File: config.mk
export PLATFORM = sky130hd
export DESIGN_NAME = multicycle_controller
export DESIGN_NICKNAME = d
export VERILOG_FILES = /design/src/rtl/multicycle_controller.sv
export SDC_FILE = /design/constraint.sdc
export NUM_CORES = 1
export LEC_CHECK = 0
export ABC_CLOCK_PERIOD_IN_PS = 1400
export BUFFER_PORTS_ARGS = -buffer_cell sky130_fd_sc_hd__buf_4
export CAP_MARGIN = 20
export CELL_PAD_IN_SITES_DETAIL_PLACEMENT = 0
export CELL_PAD_IN_SITES_GLOBAL_PLACEMENT = 1
export CORE_MARGIN = 1
export CORE_UTILIZATION = 27
export CTS_CLUSTER_SIZE = 40
export DETAILED_ROUTE_END_ITERATION = 10
export PLACE_DENSITY = 0.76
export SKIP_CTS_REPAIR_TIMING = 1
export SLEW_MARGIN = 20
export SYNTH_ARGS = -nofsm -noshare
export SYNTH_HDL_FRONTEND = slang
export SYNTH_SLANG_ARGS = --single-unit
File: constraint.sdc
create_clock -name clk -period 1.4 [get_ports clk]
set_input_delay 0.14 -clock clk [delete_from_list [all_inputs] [get_ports clk]]
set_output_delay 0.14 -clock clk [all_outputs]
set_load 0.02 [all_outputs]
File: src/rtl/multicycle_controller.sv
// Main control FSM for a shared multi-cycle RV32I-subset datapath: one ALU and
// one unified instruction/data memory port. It sequences each instruction
// through fetch, decode and execute phases and stalls on the memory handshake.
//
// Ports:
//   clk, rst         rising-edge clock, synchronous active-high reset
//   op, funct3,      instruction fields instr[6:0], instr[14:12] and instr[30]
//   funct7b5
//   zero             ALU Zero flag, used by the beq branch decision
//   mem_ready        memory completes the current access this cycle
//   mem_req, AdrSrc, memory request, address select (PC/ALUOut), write strobe
//   MemWrite
//   IRWrite, PCWrite register load enables for IR/OldPC and PC
//   RegWrite         register file write enable
//   ResultSrc, ALUSrcA, ALUSrcB, ALUControl, ImmSrc   datapath mux selects
//   retire           single-cycle pulse when an instruction completes
//   illegal          high while the FSM is parked in TRAP
module multicycle_controller #(
  parameter bit TRAP_ON_ILLEGAL = 1'b1
) (
  input  logic       clk,
  input  logic       rst,
  input  logic [6:0] op,
  input  logic [2:0] funct3,
  input  logic       funct7b5,
  input  logic       zero,
  input  logic       mem_ready,
  output logic       mem_req,
  output logic       AdrSrc,
  output logic       MemWrite,
  output logic       IRWrite,
  output logic       PCWrite,
  output logic       RegWrite,
  output logic [1:0] ResultSrc,
  output logic [1:0] ALUSrcA,
  output logic [1:0] ALUSrcB,
  output logic [2:0] ALUControl,
  output logic [1:0] ImmSrc,
  output logic       retire,
  output logic       illegal
);

  localparam logic [6:0] OP_LOAD  = 7'b0000011;
  localparam logic [6:0] OP_STORE = 7'b0100011;
  localparam logic [6:0] OP_RTYPE = 7'b0110011;
  localparam logic [6:0] OP_ITYPE = 7'b0010011;
  localparam logic [6:0] OP_JAL   = 7'b1101111;
  localparam logic [6:0] OP_BEQ   = 7'b1100011;

  localparam logic [2:0] ALU_ADD = 3'b000;
  localparam logic [2:0] ALU_SUB = 3'b001;
  localparam logic [2:0] ALU_AND = 3'b010;
  localparam logic [2:0] ALU_OR  = 3'b011;
  localparam logic [2:0] ALU_SLT = 3'b101;

  localparam logic [1:0] SRCA_PC    = 2'b00;
  localparam logic [1:0] SRCA_OLDPC = 2'b01;
  localparam logic [1:0] SRCA_RD1   = 2'b10;
  localparam logic [1:0] SRCB_RD2   = 2'b00;
  localparam logic [1:0] SRCB_IMM   = 2'b01;
  localparam logic [1:0] SRCB_FOUR  = 2'b10;
  localparam logic [1:0] RES_ALUOUT = 2'b00;
  localparam logic [1:0] RES_DATA   = 2'b01;
  localparam logic [1:0] RES_ALURES = 2'b10;

  typedef enum logic [3:0] {
    S_FETCH    = 4'd0,
    S_DECODE   = 4'd1,
    S_MEMADR   = 4'd2,
    S_MEMREAD  = 4'd3,
    S_MEMWB    = 4'd4,
    S_MEMWRITE = 4'd5,
    S_EXECR    = 4'd6,
    S_ALUWB    = 4'd7,
    S_EXECI    = 4'd8,
    S_JAL      = 4'd9,
    S_BEQ      = 4'd10,
    S_TRAP     = 4'd11
  } state_t;

  state_t     state;
  state_t     next_state;
  logic [2:0] funct_ctrl;
  logic [1:0] imm_src;

  // State register.
  always_ff @(posedge clk) begin
    if (rst) state <= S_FETCH;
    else     state <= next_state;
  end

  // Next-state logic; unused codes 12..15 fall back to FETCH.
  always_comb begin
    next_state = S_FETCH;
    case (state)
      S_FETCH:    next_state = mem_ready ? S_DECODE : S_FETCH;
      S_DECODE: begin
        case (op)
          OP_LOAD, OP_STORE: next_state = S_MEMADR;
          OP_RTYPE:          next_state = S_EXECR;
          OP_ITYPE:          next_state = S_EXECI;
          OP_JAL:            next_state = S_JAL;
          OP_BEQ:            next_state = S_BEQ;
          default:           next_state = TRAP_ON_ILLEGAL ? S_TRAP : S_FETCH;
        endcase
      end
      S_MEMADR:   next_state = op[5] ? S_MEMWRITE : S_MEMREAD;
      S_MEMREAD:  next_state = mem_ready ? S_MEMWB : S_MEMREAD;
      S_MEMWB:    next_state = S_FETCH;
      S_MEMWRITE: next_state = mem_ready ? S_FETCH : S_MEMWRITE;
      S_EXECR:    next_state = S_ALUWB;
      S_EXECI:    next_state = S_ALUWB;
      S_ALUWB:    next_state = S_FETCH;
      S_JAL:      next_state = S_ALUWB;
      S_BEQ:      next_state = S_FETCH;
      S_TRAP:     next_state = S_TRAP;
      default:    next_state = S_FETCH;
    endcase
  end

  // ALU operation for R/I-type execute; sub only for R-type (op[5]) with funct7b5.
  always_comb begin
    funct_ctrl = ALU_ADD;
    case (funct3)
      3'b000:  funct_ctrl = (op[5] && funct7b5) ? ALU_SUB : ALU_ADD;
      3'b010:  funct_ctrl = ALU_SLT;
      3'b110:  funct_ctrl = ALU_OR;
      3'b111:  funct_ctrl = ALU_AND;
      default: funct_ctrl = ALU_ADD;
    endcase
  end

  // Immediate format, decoded from op independently of state.
  always_comb begin
    imm_src = 2'b00;
    case (op)
      OP_STORE: imm_src = 2'b01;
      OP_BEQ:   imm_src = 2'b10;
      OP_JAL:   imm_src = 2'b11;
      default:  imm_src = 2'b00;
    endcase
  end

  // Output decode; everything is held at zero while rst is asserted.
  always_comb begin
    mem_req    = 1'b0;
    AdrSrc     = 1'b0;
    MemWrite   = 1'b0;
    IRWrite    = 1'b0;
    PCWrite    = 1'b0;
    RegWrite   = 1'b0;
    ResultSrc  = RES_ALUOUT;
    ALUSrcA    = SRCA_PC;
    ALUSrcB    = SRCB_RD2;
    ALUControl = ALU_ADD;
    ImmSrc     = 2'b00;
    retire     = 1'b0;
    illegal    = 1'b0;
    if (!rst) begin
      ImmSrc = imm_src;
      case (state)
        S_FETCH: begin
          mem_req   = 1'b1;
          ALUSrcB   = SRCB_FOUR;
          ResultSrc = RES_ALURES;
          IRWrite   = mem_ready;
          PCWrite   = mem_ready;
        end
        S_DECODE: begin
          ALUSrcA = SRCA_OLDPC;
          ALUSrcB = SRCB_IMM;
        end
        S_MEMADR: begin
          ALUSrcA = SRCA_RD1;
          ALUSrcB = SRCB_IMM;
        end
        S_MEMREAD: begin
          mem_req = 1'b1;
          AdrSrc  = 1'b1;
        end
        S_MEMWB: begin
          ResultSrc = RES_DATA;
          RegWrite  = 1'b1;
          retire    = 1'b1;
        end
        S_MEMWRITE: begin
          mem_req  = 1'b1;
          AdrSrc   = 1'b1;
          MemWrite = 1'b1;
          retire   = mem_ready;
        end
        S_EXECR: begin
          ALUSrcA    = SRCA_RD1;
          ALUSrcB    = SRCB_RD2;
          ALUControl = funct_ctrl;
        end
        S_EXECI: begin
          ALUSrcA    = SRCA_RD1;
          ALUSrcB    = SRCB_IMM;
          ALUControl = funct_ctrl;
        end
        S_ALUWB: begin
          RegWrite = 1'b1;
          retire   = 1'b1;
        end
        S_JAL: begin
          ALUSrcA = SRCA_OLDPC;
          ALUSrcB = SRCB_FOUR;
          PCWrite = 1'b1;
        end
        S_BEQ: begin
          ALUSrcA    = SRCA_RD1;
          ALUSrcB    = SRCB_RD2;
          ALUControl = ALU_SUB;
          PCWrite    = zero;
          retire     = 1'b1;
        end
        S_TRAP:  illegal = 1'b1;
        default: ;
      endcase
    end
  end

endmodule

==> impl_metrics.tcl <==
set metrics [dict create \
    status "finished with violations" \
    violations "setup timing" \
    crit_start "state[1]$_SDFF_PP0_" \
    dr.pass1.iters 4 \
    antennaDiodeCount 0 \
    antenna_found_initial 0 \
    drive_above_1_share_pct 61.3 \
    coreArea_um2 2480 \
    largest_reg_flops 4 \
    dr.first_iter.drc_count 9 \
    tightest_slew_ns 0.499 \
    setup_slack_ns -0.279 \
    rrSetupSlack_ns -0.12 \
    drtAntennaViolNets 0 \
    synth_cell_types 39 \
    clock_latency_ns 0.24 \
    leakage_nw 0.594 \
    grt_usage_pct 17.4 \
    cts_root_buffer "clkbuf_4" \
    worst_setup_path_end_kind "output port" \
    slowest_delay_ns 0.43 \
    powerDensity_nw_per_um2 1640 \
    final_cell_mix "buf_4 (52), nor2_1 (9), buf_6 (7)" \
    synth_area_leader_cell "dfxtp_1" \
    netlist_area_um2 711 \
    clock_sinks 4 \
    wl_per_cell_um 12.7 \
    area_growth_pct 98.2 \
    rsz0062_at_grt "yes" \
    start_util_pct 28.7 \
    holdWs_ns 0.255 \
    nNetsFinal 177 \
    startpoint_type "flip-flop" \
    final.setup.tns_ns -3.44 \
    critical-path-slowest-cell "dfxtp_2" \
    wirelength_um 2410 \
    crit_end "ALUControl[0]" \
    place.gp.congestion 0.818 \
    die_h_um 53.3 \
    top_regs "state x4" \
    grt_pass1_wl_um 3640 \
    h-tree-depth 1 \
    mostFrequentLayoutCell "buf_4" \
    postSynthAreaPerCell_um2 6.77 \
    critical_path_class "flip-flop to output port" \
    rows 18 \
    synth_cells 105 \
    yosysWarnings 0 \
    cp.depth 4 \
    cts_tree "done" \
    dp_hpwl_um 1790 \
    dp_slack_ns -0.131 \
    worst-path-buf-inv 1 \
    path_cells "nand3b_1 -> a211o_1 -> a211oi_4 -> buf_6" \
    worstHoldStart "op[4]" \
    synth_area_leaders "dfxtp_1 (11%), nor3_1 (6.3%), nand2b_1 (5.3%)" \
    crit_required_ns 1.26 \
    vias 987 \
    fin_util_pct 56.9 \
    worstHoldPathType "input pin to flip-flop" \
    cp.arrival_ns 1.54 \
    drcViolationCount 0 \
    cts.clk_slew.worst_paths_ns 0.04 \
    pin_count 34 \
    maxCapViolCount 0 \
    regMostFlops "state" \
    synth_top_area_share_pct 11.3 \
    cp_top_family "compound AO/OA/AOI/OAI gates" \
    timing.fmax_mhz 596 \
    ys_ff_latch 4 \
    slew_headroom_pct 65.9 \
    grt-ovfl-total 0 \
    cp_max_fo 9 \
    yosysSeqAreaShare_pct 11.3 \
    vdd_ir_drop_max_mv 0.949 \
    fin_crit_ns 1.68 \
    setup_viol 21 \
    reg2reg_from "state[3]$_SDFF_PP0_" \
    first_global_vias 835 \
    slew_violations 0 \
    portBuffers 33 \
    die-area_um2 2840 \
    fp.dieW_um 53.3 \
    ff2ff_path_depth 7 \
    r2r-end "state[1]$_SDFF_PP0_" \
    via_per_inst 5.19 \
    grt_max_degree 17 \
    syn-num-nets 120 \
    hold_depth 4 \
    skew_ns 0.00397 \
    finalCritPeriodShare_pct 120 \
    cts_inserted_buffers 3 \
    clk_path_buf_depth 2 \
    hold_violations 0 \
]
[how the worst min path moves through the flow]
stage	endpoint
after global routing	state[2]$_SDFF_PP0_
after floorplan	ALUControl[2]
after CTS	state[2]$_SDFF_PP0_
after global placement	state[2]$_SDFF_PP0_
after detailed placement	state[2]$_SDFF_PP0_
final	state[2]$_SDFF_PP0_
[metal layers]
layer  up-vias  GRT usage, %  routed length (um)
li1        495             -                   -
met1       464          22.2                1050
met2        26          30.2                1250
met3         2         0.862                  87
met4         0          6.58                  25
met5         -             0                   0
[report_power, final]
part / switching [mW] / internal [mW]
clock network: 0.0506 / 0.0961
logic: 0.902 / 0.984
registers: 0.0971 / 0.177
[area by class of cell]
class | instances | area, um^2
Clock buffer | 3 | 22.5
Fill cell | 241 | 1070
Inverter | 7 | 30.0
Multi-Input combinational cell | 85 | 722
Sequential cell | 4 | 92.6
Tap cell | 30 | 37.5
Timing Repair Buffer | 61 | 504
[worst min-delay path: stages]
cell     delay, ns
buf_4         0.12
nand2_1       0.05
or4_4         0.11
a21oi_2       0.04
[metrics by stage]
| stage | power, mW | area [um^2] | cells |
|---|---|---|---|
| floorplan | 1.21 | 792 | 105 |
| global placement | 1.69 | 1160 | 176 |
| detailed placement | 1.72 | 1160 | 176 |
| CTS | 1.87 | 1180 | 179 |
| global route | 2.47 | 1410 | 190 |
| finish | 2.31 | 1410 | 190 |
[cells by family (layout without fill, tap and decap cells)]
family	count (synthesis)	after routing	synth area share (%)
xor+xnor	2	2	2.47
flops	4	4	11.3
compound gates	27	27	25.0
buf+inv	16	71	10.9
simple gates	55	55	48.9
mux	1	1	1.41
[synth_stat cells (all sizes together)]
library cell,count
nor3,10
nor2,9
a21oi,8
buf,7
inv,7
nand2b,7
nand2,6
o21ai,6
nor2b,5
a2111oi,4
dfxtp,4
a31oi,3
nand4,3
nor4b,3
a211oi,2
clkbuf,2
nor4,2
or3,2
xnor2,2
a211o,1
and2,1
and4,1
mux2i,1
nand3b,1
nand4bb,1
nor3b,1
o311a,1
o311ai,1
o31ai,1
or2,1
or3b,1
or4,1
No activity file was read; power rests on OpenSTA's default activity.
